<file path="src/rtl/game_pkg.sv">
// Shared game constants and types for the consumers of the rand_gen word stream.
// Contents: coordinate widths, screen geometry, the position of the gap-code field
// in the random word, and the per-slot column state record.
package game_pkg;

  localparam int unsigned X_W      = 10;
  localparam int unsigned Y_W      = 9;
  localparam int unsigned SCREEN_W = 640;
  localparam int unsigned BIRD_X   = 160;

  // Gap-height code field inside the rand_gen word (bits 24:22).
  localparam int unsigned RAND_GAP_LSB = 22;
  localparam int unsigned RAND_GAP_W   = 3;

  // One obstacle column: occupancy, right-edge x, and gap-top y.
  typedef struct packed {
    logic           valid;
    logic [X_W-1:0] x;
    logic [Y_W-1:0] gap_y;
  } slot_state_t;

endpackage

</file>
<file path="src/rtl/pipe_spawner_if.sv">
// Bus between the game controller / rand_gen and pipe_spawner.
// master: drives frame_tick, run, clear, rand_word; observes the column state and pulses.
// slave : pipe_spawner side.
interface pipe_spawner_if #(
  parameter int unsigned N_SLOTS = 4
);

  logic                              frame_tick;
  logic                              run;
  logic                              clear;
  logic [31:0]                       rand_word;
  logic [N_SLOTS-1:0]                slot_valid;
  logic [N_SLOTS*game_pkg::X_W-1:0]  slot_x;
  logic [N_SLOTS*game_pkg::Y_W-1:0]  slot_gap_y;
  logic                              spawn_pulse;
  logic                              score_pulse;
  logic                              overflow;

  modport master (
    output frame_tick, run, clear, rand_word,
    input  slot_valid, slot_x, slot_gap_y, spawn_pulse, score_pulse, overflow
  );

  modport slave (
    input  frame_tick, run, clear, rand_word,
    output slot_valid, slot_x, slot_gap_y, spawn_pulse, score_pulse, overflow
  );

endinterface

</file>
<file path="src/rtl/pipe_slot.sv">
// One obstacle column slot: holds valid/x/gap_y, scrolls left on each active tick,
// retires when the column would leave the screen, and flags a bird-crossing.
// Ports: clk, rst (async, active-high), clear (sync), tick (active frame tick),
// spawn (load a fresh column), spawn_gap_y, state (registered), cross_c (combinational).
module pipe_slot
  import game_pkg::*;
#(
  parameter int unsigned SPEED   = 2,
  parameter int unsigned BIRD_X  = game_pkg::BIRD_X,
  parameter int unsigned SPAWN_X = 692
) (
  input  logic           clk,
  input  logic           rst,
  input  logic           clear,
  input  logic           tick,
  input  logic           spawn,
  input  logic [Y_W-1:0] spawn_gap_y,
  output slot_state_t    state,
  output logic           cross_c
);

  localparam logic [X_W-1:0] SPEED_X = X_W'(SPEED);
  localparam logic [X_W-1:0] BIRD_XX = X_W'(BIRD_X);
  localparam logic [X_W-1:0] START_X = X_W'(SPAWN_X);

  logic [X_W-1:0] new_x_c;
  logic           retire_c;

  // Retire before subtracting so x can never wrap below zero.
  assign new_x_c  = state.x - SPEED_X;
  assign retire_c = (state.x <= SPEED_X);
  assign cross_c  = tick & state.valid & ~retire_c & (state.x > BIRD_XX) & (new_x_c <= BIRD_XX);

  // Slot register: clear > spawn > scroll/retire.
  always_ff @(posedge clk or posedge rst) begin
    if (rst) begin
      state <= '0;
    end else if (clear) begin
      state <= '0;
    end else if (spawn) begin
      state.valid <= 1'b1;
      state.x     <= START_X;
      state.gap_y <= spawn_gap_y;
    end else if (tick && state.valid) begin
      if (retire_c) state.valid <= 1'b0;
      else          state.x     <= new_x_c;
    end
  end

endmodule

</file>
<file path="src/rtl/pipe_spawner.sv">
// Obstacle column spawner: scrolls up to N_SLOTS columns once per frame, spawns a new
// column every SPAWN_PERIOD frames with a gap height taken from the random word.
// Ports: clk, rst (async, active-high), bus (pipe_spawner_if.slave): frame_tick, run,
// clear, rand_word in; slot_valid, slot_x, slot_gap_y, spawn_pulse, score_pulse,
// overflow out (all registered).
module pipe_spawner
  import game_pkg::*;
#(
  parameter int unsigned N_SLOTS      = 4,
  parameter int unsigned SPAWN_PERIOD = 90,
  parameter int unsigned SCREEN_W     = game_pkg::SCREEN_W,
  parameter int unsigned PIPE_W       = 52,
  parameter int unsigned BIRD_X       = game_pkg::BIRD_X,
  parameter int unsigned SPEED        = 2,
  parameter int unsigned GAP_BASE     = 80,
  parameter int unsigned GAP_STEP     = 40
) (
  input logic          clk,
  input logic          rst,
  pipe_spawner_if.slave bus
);

  localparam int unsigned CNT_W   = (SPAWN_PERIOD > 1) ? $clog2(SPAWN_PERIOD) : 1;
  localparam int unsigned SPAWN_X = SCREEN_W + PIPE_W;

  logic                 active_c;
  logic                 spawn_req_c;
  logic [CNT_W-1:0]     cnt;
  logic [N_SLOTS-1:0]   valid_vec;
  logic [N_SLOTS-1:0]   cross_c;
  logic [N_SLOTS-1:0]   free_onehot_c;
  logic                 any_free_c;
  logic [Y_W-1:0]       spawn_gap_c;
  logic [RAND_GAP_W-1:0] gap_code_c;
  logic                 spawn_pulse_q;
  logic                 score_pulse_q;
  logic                 overflow_q;
  logic                 rand_unused;
  slot_state_t          slot_q [N_SLOTS];

  assign active_c    = bus.frame_tick & bus.run & ~bus.clear;
  assign spawn_req_c = active_c & (cnt == '0);

  // Gap height in 9-bit arithmetic from the shared rand field.
  assign gap_code_c  = bus.rand_word[RAND_GAP_LSB +: RAND_GAP_W];
  assign spawn_gap_c = Y_W'(GAP_BASE) + Y_W'(gap_code_c) * Y_W'(GAP_STEP);
  assign rand_unused = ^{bus.rand_word[31:RAND_GAP_LSB+RAND_GAP_W], bus.rand_word[RAND_GAP_LSB-1:0]};

  // Lowest-index slot that is free before this tick; a same-tick retire is not reused.
  always_comb begin
    free_onehot_c = '0;
    any_free_c    = 1'b0;
    for (int i = 0; i < int'(N_SLOTS); i++) begin
      if (!any_free_c && !valid_vec[i]) begin
        free_onehot_c[i] = 1'b1;
        any_free_c       = 1'b1;
      end
    end
  end

  for (genvar g = 0; g < int'(N_SLOTS); g++) begin : g_slot
    pipe_slot #(
      .SPEED  (SPEED),
      .BIRD_X (BIRD_X),
      .SPAWN_X(SPAWN_X)
    ) u_slot (
      .clk        (clk),
      .rst        (rst),
      .clear      (bus.clear),
      .tick       (active_c),
      .spawn      (spawn_req_c & free_onehot_c[g]),
      .spawn_gap_y(spawn_gap_c),
      .state      (slot_q[g]),
      .cross_c    (cross_c[g])
    );

    assign valid_vec[g]                 = slot_q[g].valid;
    assign bus.slot_x[g*X_W +: X_W]     = slot_q[g].x;
    assign bus.slot_gap_y[g*Y_W +: Y_W] = slot_q[g].gap_y;
  end

  // Spawn timer, pulses and sticky overflow.
  always_ff @(posedge clk or posedge rst) begin
    if (rst) begin
      cnt           <= '0;
      spawn_pulse_q <= 1'b0;
      score_pulse_q <= 1'b0;
      overflow_q    <= 1'b0;
    end else if (bus.clear) begin
      cnt           <= '0;
      spawn_pulse_q <= 1'b0;
      score_pulse_q <= 1'b0;
      overflow_q    <= 1'b0;
    end else begin
      spawn_pulse_q <= spawn_req_c & any_free_c;
      score_pulse_q <= |cross_c;
      if (spawn_req_c && !any_free_c) overflow_q <= 1'b1;
      if (active_c) begin
        if (cnt == '0) cnt <= CNT_W'(SPAWN_PERIOD - 1);
        else           cnt <= cnt - CNT_W'(1);
      end
    end
  end

  assign bus.slot_valid  = valid_vec;
  assign bus.spawn_pulse = spawn_pulse_q;
  assign bus.score_pulse = score_pulse_q;
  assign bus.overflow    = overflow_q;

endmodule

</file>
<file path="src/flat_wrapper.sv">
// flat-port wrapper written by rule: the top's interface ports become plain ports
module pipe_spawner_flat import game_pkg::*;
#(
  parameter int unsigned N_SLOTS      = 4,
  parameter int unsigned SPAWN_PERIOD = 90,
  parameter int unsigned SCREEN_W     = game_pkg::SCREEN_W,
  parameter int unsigned PIPE_W       = 52,
  parameter int unsigned BIRD_X       = game_pkg::BIRD_X,
  parameter int unsigned SPEED        = 2,
  parameter int unsigned GAP_BASE     = 80,
  parameter int unsigned GAP_STEP     = 40
)
  (clk, rst, bus_frame_tick, bus_run, bus_clear, bus_rand_word, bus_slot_valid, bus_slot_x, bus_slot_gap_y, bus_spawn_pulse, bus_score_pulse, bus_overflow);
  pipe_spawner_if #(.N_SLOTS(N_SLOTS)) bus_i ();
  input logic clk;
  input logic rst;
  input wire logic [$bits(bus_i.frame_tick)-1:0] bus_frame_tick;
  input wire logic [$bits(bus_i.run)-1:0] bus_run;
  input wire logic [$bits(bus_i.clear)-1:0] bus_clear;
  input wire logic [$bits(bus_i.rand_word)-1:0] bus_rand_word;
  output wire logic [$bits(bus_i.slot_valid)-1:0] bus_slot_valid;
  output wire logic [$bits(bus_i.slot_x)-1:0] bus_slot_x;
  output wire logic [$bits(bus_i.slot_gap_y)-1:0] bus_slot_gap_y;
  output wire logic [$bits(bus_i.spawn_pulse)-1:0] bus_spawn_pulse;
  output wire logic [$bits(bus_i.score_pulse)-1:0] bus_score_pulse;
  output wire logic [$bits(bus_i.overflow)-1:0] bus_overflow;
  assign bus_i.frame_tick = bus_frame_tick;
  assign bus_i.run = bus_run;
  assign bus_i.clear = bus_clear;
  assign bus_i.rand_word = bus_rand_word;
  assign bus_slot_valid = bus_i.slot_valid;
  assign bus_slot_x = bus_i.slot_x;
  assign bus_slot_gap_y = bus_i.slot_gap_y;
  assign bus_spawn_pulse = bus_i.spawn_pulse;
  assign bus_score_pulse = bus_i.score_pulse;
  assign bus_overflow = bus_i.overflow;
  pipe_spawner #(.N_SLOTS(N_SLOTS), .SPAWN_PERIOD(SPAWN_PERIOD), .SCREEN_W(SCREEN_W), .PIPE_W(PIPE_W), .BIRD_X(BIRD_X), .SPEED(SPEED), .GAP_BASE(GAP_BASE), .GAP_STEP(GAP_STEP)) u_core (.clk(clk), .rst(rst), .bus(bus_i));
endmodule
</file>
<file path="config.mk">
export PLATFORM = sky130hd
export DESIGN_NAME = pipe_spawner_flat
export DESIGN_NICKNAME = d
export VERILOG_FILES = /design/src/rtl/game_pkg.sv /design/src/rtl/pipe_spawner_if.sv /design/src/rtl/pipe_slot.sv /design/src/rtl/pipe_spawner.sv /design/src/flat_wrapper.sv
export SDC_FILE = /design/constraint.sdc
export NUM_CORES = 1
export LEC_CHECK = 0
export CORE_AREA = 2 2 108 110
export CTS_CLUSTER_DIAMETER = 40
export DETAILED_ROUTE_END_ITERATION = 12
export DIE_AREA = 0 0 110 112
export GPL_TIMING_DRIVEN = 0
export PLACE_DENSITY = 0.77
export SLEW_MARGIN = 5
export SYNTH_ARGS = -nofsm -noshare
export SYNTH_HDL_FRONTEND = slang
export SYNTH_HIERARCHICAL = 1
export SYNTH_SLANG_ARGS = --single-unit
</file>
<file path="constraint.sdc">
create_clock -name clk -period 2.2 [get_ports clk]
set_input_delay 0.44 -clock clk [delete_from_list [all_inputs] [get_ports clk]]
set_output_delay 0.44 -clock clk [all_outputs]
set_load 0.02 [all_outputs]
</file>
## Yosys cells after proc, flatten, opt, wreduce, memory -nomap -nowiden

Cells that the tools add are included.

| operators by class | value |
|---|---|
| add/subtract/negate cells | 6 |
| mux-type cells | 38 |
| reduce and logical (&&, ||, !) cells | 38 |
| multipliers | 1 |
| bitwise gates (word level) | 29 |
| order comparisons | 12 |
| equal/unequal tests | 4 |

Operators with widths:

| cell | count |
|---|---|
| $mux 11 | 8 |
| $mux 20 | 4 |
| $gt 10x8->1 const B | 4 |
| $le 10x2->1 const B | 4 |
| $le 10x8->1 const B | 4 |
| $mux 10 | 4 |
| $sub 10x2->10 const B | 4 |
| $mux 9 | 4 |
| $and 1x1->1 | 24 |
| $reduce_bool 3->1 | 8 |
| $mux 7 | 3 |
| $reduce_and 2->1 | 8 |
| $mux 1 | 15 |
| $ne 3x3->1 const B | 4 |
| $reduce_bool 2->1 | 6 |
| $add 7x9->9 const A | 1 |
| $logic_and 1x1->1 | 8 |
| $logic_not 7->1 | 1 |
| $sub 7x1->7 const B | 1 |
| $logic_not 1->1 | 6 |
| $mul 3x3->6 const B | 1 |
| $not 1->1 | 5 |
| $reduce_or 4->1 | 1 |

| word-level totals | value |
|---|---|
| output and inout port bits | 83 |
| bits in registers | 90 |
| logic and storage cells | 144 |

## Logic depth before layout (Yosys ltp)

Gate-level depths: netlist (run 1).

| logic depth | value |
|---|---|
| depth after elaboration | 13 |
| gate-level depth with buffers | 9 |
| gate-level depth less buffers | 8 |

## By module

The synthesis (run 1) kept the hierarchy.

By module, submodules not included:

| module | area each (um^2) | times used | seq. area each (um^2) | cells an instance |
|---|---|---|---|---|
| pipe_slot | 1093.5 | 4 | 475.5 | 114 |
| pipe_spawner | 679.4 | 1 | 250.2 | 74 |

## Worst setup path after synthesis (run 1)

No wires, ideal clock.

| timing path | value |
|---|---|
| kind | input port to flip-flop |
| from | input port bus_clear |
| to | register u_core/g_slot[3].u_slot/state[0] (netlist bit) |
| arrival | 2.382 ns |
| stages on the path | 8 |
| path slack | -0.314 ns |
| buffers on the path | 3 |
| setup time | 0.132 ns |
| required time | 2.068 ns |
| cells stage by stage | clkbuf_1 and3b_1 nand3_1 nor4b_1 clkbuf_1 buf_1 mux2i_1 nor2_1 |

| between the ends | value |
|---|---|
| word-level cells in the longest chain between the ends | 5 |
| elaborated cells between the ends (all ways) | 6 |
| those cells by class | 1 x mux; 4 x bitwise; 1 x reduce/logical |

Ends and longest elaborated chain:

| element | line | RTL |
|---|---|---|
| start: declaration | flat_wrapper.sv:19 | `input wire logic [$bits(bus_i.clear)-1:0] bus_clear;` |
| $not 1->1 | pipe_spawner.sv:41 | `assign active_c = bus.frame_tick & bus.run & ~bus.clear;` |
| $and 1x1->1 | pipe_spawner.sv:41 |  |
| via u_core.active_c | pipe_spawner.sv:26 | `logic active_c;` |
| $and 1x1->1 | pipe_spawner.sv:42 | `assign spawn_req_c = active_c & (cnt == '0);` |
| $and 1x1->1 | pipe_spawner.sv:71 | `.spawn (spawn_req_c & free_onehot_c[g]),` |
| $reduce_bool 2->1 (no line) | n/a |  |
| end: declaration | pipe_slot.sv:18 | `output slot_state_t state,` |

The timed path passes the listed nets, and every way through them passes these cells.
A chain may end at the register's enable or synchronous reset.

## Final worst setup path (run 1)

| timing path | value |
|---|---|
| from | register u_core/g_slot[3].u_slot/state[10] (netlist bit) |
| to | register u_core.score_pulse_q (netlist: u_core/bus.score_pulse) |

| between the ends | value |
|---|---|
| word-level cells in the longest chain between the ends | 7 |
| elaborated cells between the ends (all ways) | 10 |
| those cells by class | 1 x add/sub; 3 x order compare; 1 x mux; 4 x bitwise; 1 x reduce/logical |

Ends and longest elaborated chain:

| element | line | RTL |
|---|---|---|
| branches (longest 4 deep; another with $sub 10x2->10) | n/a |  |
| $and 1x1->1 (*) | pipe_slot.sv:32 | `assign cross_c = tick & state.valid & ~retire_c & (state.x > BIRD_XX) & (new_x_c <= BIRD_XX);` |
| via u_core.cross_c[3] | pipe_spawner.sv:30 | `logic [N_SLOTS-1:0] cross_c;` |
| $reduce_or 4->1 (*) | pipe_spawner.sv:96 | `score_pulse_q <= \|cross_c;` |
| $mux 1 (*) | pipe_spawner.sv:89 | `end else if (bus.clear) begin` |
| end signal: assignment | pipe_spawner.sv:96 |  |
| end: declaration | pipe_spawner.sv:36 | `logic score_pulse_q;` |

Mark *: on every way through the listed nets, which the timed path passes.

==> impl_metrics.toml, run 1 <==
[run_status]
status = "completed"

[setup_path]
r2r_start = "u_core/g_slot[3].u_slot/state[10]$_DFFE_PP0P_"
crit_buf_inv = 0
r2r_cells = 6
endpoint_kind = "flip-flop"
worstSetupStartpointType = "flip-flop"
slowest_delay_ns = 0.55
cp_max_fo = 5
path_cells = "or4_4 -> or4_1 -> and3_1 -> a211oi_4 -> nor4_1 -> nor2_1"
worstPathRequired_ns = 2.46
arrival_ns = 2.44
worst_path_dominant_cell_family = "simple AND/OR/NAND/NOR gates"
timing.rr.end = "u_core/bus.score_pulse$_DFF_PP0_"
slowest_stage = "or4_4"
r2r_slack_ns = 0.02
path_class = "flip-flop to flip-flop"

[timing]
report.final.slew_viol_count = 0
skew_ns = 0.00519
post-route-min-period_ns = 2.18
holdWs_ns = 0.502
fmax_ghz = 0.459
setup_viol = 0
min_period_over_period_pct = 99.1
hold_viol_final = 0
worst_pin_slew_ns = 0.752
max-slew-margin-rel_pct = 49.8

[logic_synthesis]
synth_mux_area_share_pct = 7.13
ys_top_cells_by_area = "dfrtp_1, mux2i_1, nor2_1"
syn_inst = 530
synth_top_family_by_area = "simple AND/OR/NAND/NOR gates"
synthArstFlopShare_pct = 100
synth_cell_types = 55
netlist_area_um2 = 5050
synth_compound_area_share_pct = 19.0
syn_avg_cell_area_um2 = 9.54
synth_top_area_share_pct = 42.6
yosysSeqAreaShare_pct = 42.6
synth_area_leader_cell = "dfrtp_1"
ys_warn_count = 6
synth-simple-area-share_pct = 19.9
synth_ff_type = "dfrtp_1"
synth_xor_area_share_pct = 1.21
yosys.area_share.adder_pct = 3.47
ys_ff_latch = 86
synth_enable_flop_cells = 0

[power_and_ir_drop]
switching_share_pct = 26.2
p_sw_w = 0.000914
powerDensity_nw_per_um2 = 524
vdd_drop_max_v = 0.000459
pwr-share-clk_pct = 40.6
p_leak_nw = 2.77
intPower_w = 0.00257
pwr-share-comb_pct = 12.3
p_seq_share_pct = 47.1

[clock_tree]
tritoncts.num_buffers = 9
clk_pin_slew_ns = 0.06
clk_latency_ns = 0.35
clock_sinks = 86
clockRootBuffer = "clkbuf_16"
h-tree-depth = 3
clk_path_buf_depth = 2
cts_tree = "done"

[layout]
diodes = 0
area_growth_pct = 31.7
stdcell_area_um2 = 6660
final_nets = 708
final_cells = 805
drive_gt1_share_pct = 16.2

[grt]
grt_pass1_wl_um = 21700
gr-total-overflow = 0
grt_pass1_vias = 4389
grtUsageTotal_pct = 22.4
grt_antenna_before_repair = 0
grt_max_degree = 20

[placement]
place_inst = 769
placed_area_um2 = 6140
io_buffers = 85
hpwl_um = 9460
place.gp.congestion = 0.927

[drt]
wl_um = 13500
drc_errors = 0
drt_iter0_drc = 206
vias_per_cell = 5.76
vias = 4634
drtAntennaViolNets = 0
firstDrtPassIters = 5
wl_per_cell_um = 16.8

[floorplanning]
die_h_um = 112
ios = 120
start_util_pct = 45.2
dieArea_um2 = 12300
core_area_um2 = 11200
rows = 39
fp.dieW_um = 110

[worst_hold_path]
min-delay-start = "bus_clear"
hp-class = "input pin to flip-flop"
hold_end = "u_core/g_slot[2].u_slot/state[18]$_DFFE_PP0P_"
worst_hold_path.num_cells = 2

[flow_run]
maxCapViolCount = 0
-- stage by stage --
stage,total power (W),setup slack [ns],setup TNS (ns),utilization (%)
floorplan,0.00192,0.0271,0,-
global placement,0.00203,-0.647,-39.53,54.9
detailed placement,0.00204,-0.693,-42.53,54.9
CTS,0.00350,-0.00528,-0.00528,58.7
global route,0.00363,-0.0375,-0.147,59.6
finish,0.00349,0.0193,0,59.6
-- power by group through the flow --
stage	Sequential [W]	Clock, W	Combinational, W
final	0.00164	0.00142	0.000429
after global placement	0.00167	0	0.000359
after CTS	0.00164	0.00145	0.000402
after global routing	0.00165	0.00152	0.000464
after detailed placement	0.00167	0	0.000374
after floorplan	0.00168	0	0.000237
-- cells by family (layout without fill, tap and decap cells) --
| group | Yosys count | count (layout) |
|---|---|---|
| mux | 36 | 36 |
| simple gates | 178 | 178 |
| other cells | 5 | 16 |
| xor+xnor | 7 | 7 |
| flops | 86 | 86 |
| fa+ha+maj | 14 | 14 |
| compound gates | 132 | 132 |
| buf+inv | 72 | 193 |
-- placed cells by master (no fill, tap or decap), drive strengths merged, types with 5 or more instances in the layout --
master	count
or3	13
nand3	6
or2	8
a21oi	10
dfrtp	86
ha	14
o311ai	8
and3	6
o21ai	18
clkdlybuf4s50	82
buf	35
xnor2	7
nand2	20
a41o	9
a21boi	8
mux2i	36
nor2b	6
inv	42
nor3	10
a211oi	11
conb	16
a31oi	24
clkbuf	26
o22ai	5
nor2	61
nand4	5
o31ai	12
and2	5
or4	17
-- sequential cells by signal (all words and copies together) (netlist names) --
name                        flops
u_core/g_slot.u_slot/state     76
u_core/bus.score_pulse          1
u_core/cnt                      7
u_core/bus.overflow             1
u_core/bus.spawn_pulse          1
-- synthesized netlist by cell type, drive strengths merged, types with 12 or more instances --
library cell	instances
or3	13
o21ai	18
clkbuf	14
inv	42
nand2	20
nor2	61
or4	17
dfrtp	86
ha	14
a31oi	24
buf	16
o31ai	12
mux2i	36
-- how the worst max path moves through the flow --
| stage | startpoint | endpoint | slack [ns] | cells past startpoint |
|---|---|---|---|---|
| 2_1_floorplan | bus_clear | u_core/g_slot[3].u_slot/state[0]$_DFFE_PP0N_ | 0.03 | 8 |
| 3_3_place_gp | bus_frame_tick | u_core/g_slot[3].u_slot/state[7]$_DFFE_PP0N_ | -0.65 | 8 |
| 3_5_place_dp | bus_frame_tick | u_core/g_slot[3].u_slot/state[3]$_DFFE_PP0N_ | -0.69 | 8 |
| 4_1_cts | u_core/cnt[0]$_DFFE_PP0P_ | u_core/g_slot[3].u_slot/state[3]$_DFFE_PP0N_ | -0.005 | 9 |
| 5_1_grt | u_core/g_slot[2].u_slot/state[10]$_DFFE_PP0P_ | u_core/bus.score_pulse$_DFF_PP0_ | -0.04 | 6 |
| 6_report | u_core/g_slot[3].u_slot/state[10]$_DFFE_PP0P_ | u_core/bus.score_pulse$_DFF_PP0_ | 0.02 | 6 |
-- metal layers --
layer | track usage (%) | part of all wire, % | up-vias
met2 | 36.4 | 49 | 157
met4 | 6.58 | 1.8 | 0
met3 | 5.91 | 6.9 | 19
met5 | 0 | 0 | -
met1 | 29.3 | 42 | 2284
li1 | - | - | 2174
-- layout make-up --
type | count | area (um^2)
fill | 967 | 4520
multi-input combinational | 383 | 2680
sequential | 86 | 2170
timing repair buffer | 105 | 1010
clock buffer | 11 | 243
buffer | 30 | 184
tap | 143 | 179
inverter | 42 | 158
clock inverter | 5 | 35.0
-- timing repair --
| action | 4_1_cts | 5_1_grt |
|---|---|---|
| gates resized for setup | 17 | 14 |
| setup buffers | 12 | 8 |
| hold endpoints to repair | 0 | 0 |
| endpoints found under the setup margin | 69 | 62 |
| hold buffers | 0 | 0 |
| pin swaps | 5 | 3 |
Power figures use the tool's default switching activity.
==> inputs of run 2 (changes only) <==
CORE_AREA = 2 2 129 93   (was 2 2 108 110)
DIE_AREA = 0 0 131 95   (was 0 0 110 112)
==> impl_metrics.toml, run 2 (synthesis results as in run 1) <==
[grt]
grt_util_met1_pct = 33.3
gr-total-overflow = 0
grt_antenna_before_repair = 0
grt_use_met3_pct = 5.89
use_met2_pct = 34.2
grt_pass1_wl_um = 22200
grt_pass1_vias = 4322
busiest_layer = "met2"
grt_max_degree = 20
grtUsageTotal_pct = 22.9

[power_and_ir_drop]
powerDensity_nw_per_um2 = 548
vdd_drop_max_v = 0.000351
p_seq_share_pct = 44.3
p_leak_nw = 2.80
switching_share_pct = 24.5
pwr-share-comb_pct = 11.4
p_sw_w = 0.000906
intPower_w = 0.00280
pwr-share-clk_pct = 44.3

[run_status]
status = "completed"

[placement]
io_buffers = 85
hpwl_um = 9620
place.gp.congestion = 0.910
dpl_worst_slack_ns = -0.752

[floorplanning]
ios = 120
fp.dieW_um = 131
die_h_um = 95
core_area_um2 = 11400
rows = 33
dieArea_um2 = 12400
start_util_pct = 44.5

[setup_path]
worstPathRequired_ns = 2.47
path_class = "flip-flop to flip-flop"
path_cells = "or4_4 -> or4_1 -> and3_4 -> a211oi_4 -> nor4_2 -> nor2_1"
cp_max_fo = 8
arrival_ns = 2.42
worstSetupStartpointType = "flip-flop"
endpoint_kind = "flip-flop"
slowest_delay_ns = 0.53
slowest_stage = "or4_4"

[timing]
min_period_over_period_pct = 98.0
fmax_ghz = 0.464
worst_pin_slew_ns = 0.766
rsz0062_at_grt = "yes"
holdWs_ns = 0.499
skew_ns = 0.00790
max-slew-margin-rel_pct = 48.9
setup_viol = 0
layout_setup_ws_ns = 0.0445
hold_viol_final = 0
post-route-min-period_ns = 2.16
report.final.slew_viol_count = 0

[clock_tree]
tritoncts.num_buffers = 9
clk_pin_slew_ns = 0.07
cts_hold_buffers = 0
clk_latency_ns = 0.34
h-tree-depth = 3
cts_tree = "done"
clock_sinks = 86
clockRootBuffer = "clkbuf_16"
clk_path_buf_depth = 2

[layout]
largest_reg_flops = 76
final_common_cell = "clkdlybuf4s50_1"
drive_gt1_share_pct = 17.1
reg_top3 = "u_core/g_slot.u_slot/state: 76 flops, u_core/cnt: 7 flops"
area_growth_pct = 33.7
final_cell_mix = "clkdlybuf4s50_1, dfrtp_1, nor2_1, inv_1, mux2i_1"
final_nets = 708
diodes = 0
largest-register = "u_core/g_slot.u_slot/state"

[drt]
drtAntennaViolNets = 0
vias_per_cell = 5.74
drt_iter0_drc = 585
drc_errors = 0
wl_per_cell_um = 16.8
firstDrtPassIters = 5
wl_um = 13800
vias = 4699

[worst_hold_path]
hp-class = "input pin to flip-flop"

[flow_run]
maxCapViolCount = 0
[run 2: cell count changes in the layout (fill, tap and decap cells not counted), sizes merged]
cell | before | now
clkinv | 4 | 2
clkbuf | 26 | 25
bufinv | 0 | 2
clkinvlp | 1 | 0
buf | 35 | 37
[run 2: worst paths after layout]
check	end	slack (ns)	cells past startpoint	startpoint
worst max-delay path	u_core/bus.score_pulse$_DFF_PP0_	0.04	6	u_core/g_slot[3].u_slot/state[12]$_DFFE_PP0P_
worst max register to register	u_core/bus.score_pulse$_DFF_PP0_	0.04	6	u_core/g_slot[3].u_slot/state[12]$_DFFE_PP0P_
worst min register to register	u_core/g_slot[1].u_slot/state[0]$_DFFE_PP0N_	0.53	2	u_core/g_slot[1].u_slot/state[0]$_DFFE_PP0N_
min in group asynchronous	u_core/cnt[6]$_DFFE_PP0P_	0.59	2	rst
worst min-delay path	u_core/g_slot[2].u_slot/state[14]$_DFFE_PP0P_	0.50	2	bus_clear
max in group asynchronous	u_core/g_slot[0].u_slot/state[13]$_DFFE_PP0P_	0.93	2	rst
[run 2: stage by stage]
step                      cell area [um^2]  total power, W  setup TNS [ns]  instances  util, %
after floorplan                       5110         0.00192               0        541        -
after global placement                6150         0.00203          -45.15        783     54.2
after detailed placement              6150         0.00204          -46.16        783     54.2
after CTS                             6630         0.00371               0        810     58.3
after global routing                  6760         0.00384         -0.0455        819     59.5
final                                 6760         0.00370               0        819     59.5
[run 2: area by class of cell]
class | instances | area [um^2]
clock inverters | 4 | 70.1
well taps | 157 | 196
clock buffers | 12 | 246
plain buffers | 30 | 196
fillers | 950 | 4600
flip-flops and latches | 86 | 2170
repair buffers | 105 | 1010
inverters | 42 | 158
multi-input cells | 383 | 2710
[run 2: routing by layer]
| layer | vias up | wire length [um] |
|---|---|---|
| met5 | - | 0 |
| met4 | 0 | 144 |
| met3 | 19 | 1130 |
| met2 | 209 | 6300 |
| met1 | 2304 | 6200 |
| li1 | 2167 | - |
[run 2: critical path, delay by kind of cell, from the launching register on]
kind,cells,cell delay (ns)
AO/OA/AOI/OAI,1,0.29
flip-flops,1,0.44
AND/OR/NAND/NOR,5,1.35
[run 2: what timing repair did]
item | in CTS | in global routing
resized for setup | 21 | 25
endpoints found under the setup margin | 74 | 43
pin swaps | 6 | 6
buffers inserted | 11 | 9
[run 2: power groups by stage]
stage	Sequential [W]	Combinational, W	Clock (W)
floorplan	0.00168	0.000237	0
global placement	0.00167	0.000360	0
detailed placement	0.00167	0.000374	0
CTS	0.00164	0.000410	0.00166
global route	0.00164	0.000465	0.00173
finish	0.00164	0.000423	0.00164
==> inputs of run 3 (changes only) <==
ABC_CLOCK_PERIOD_IN_PS = 2200   (was default)
==> results of run 3 <==
No change in the layout: final DEF, timing and power equal those of run 2.
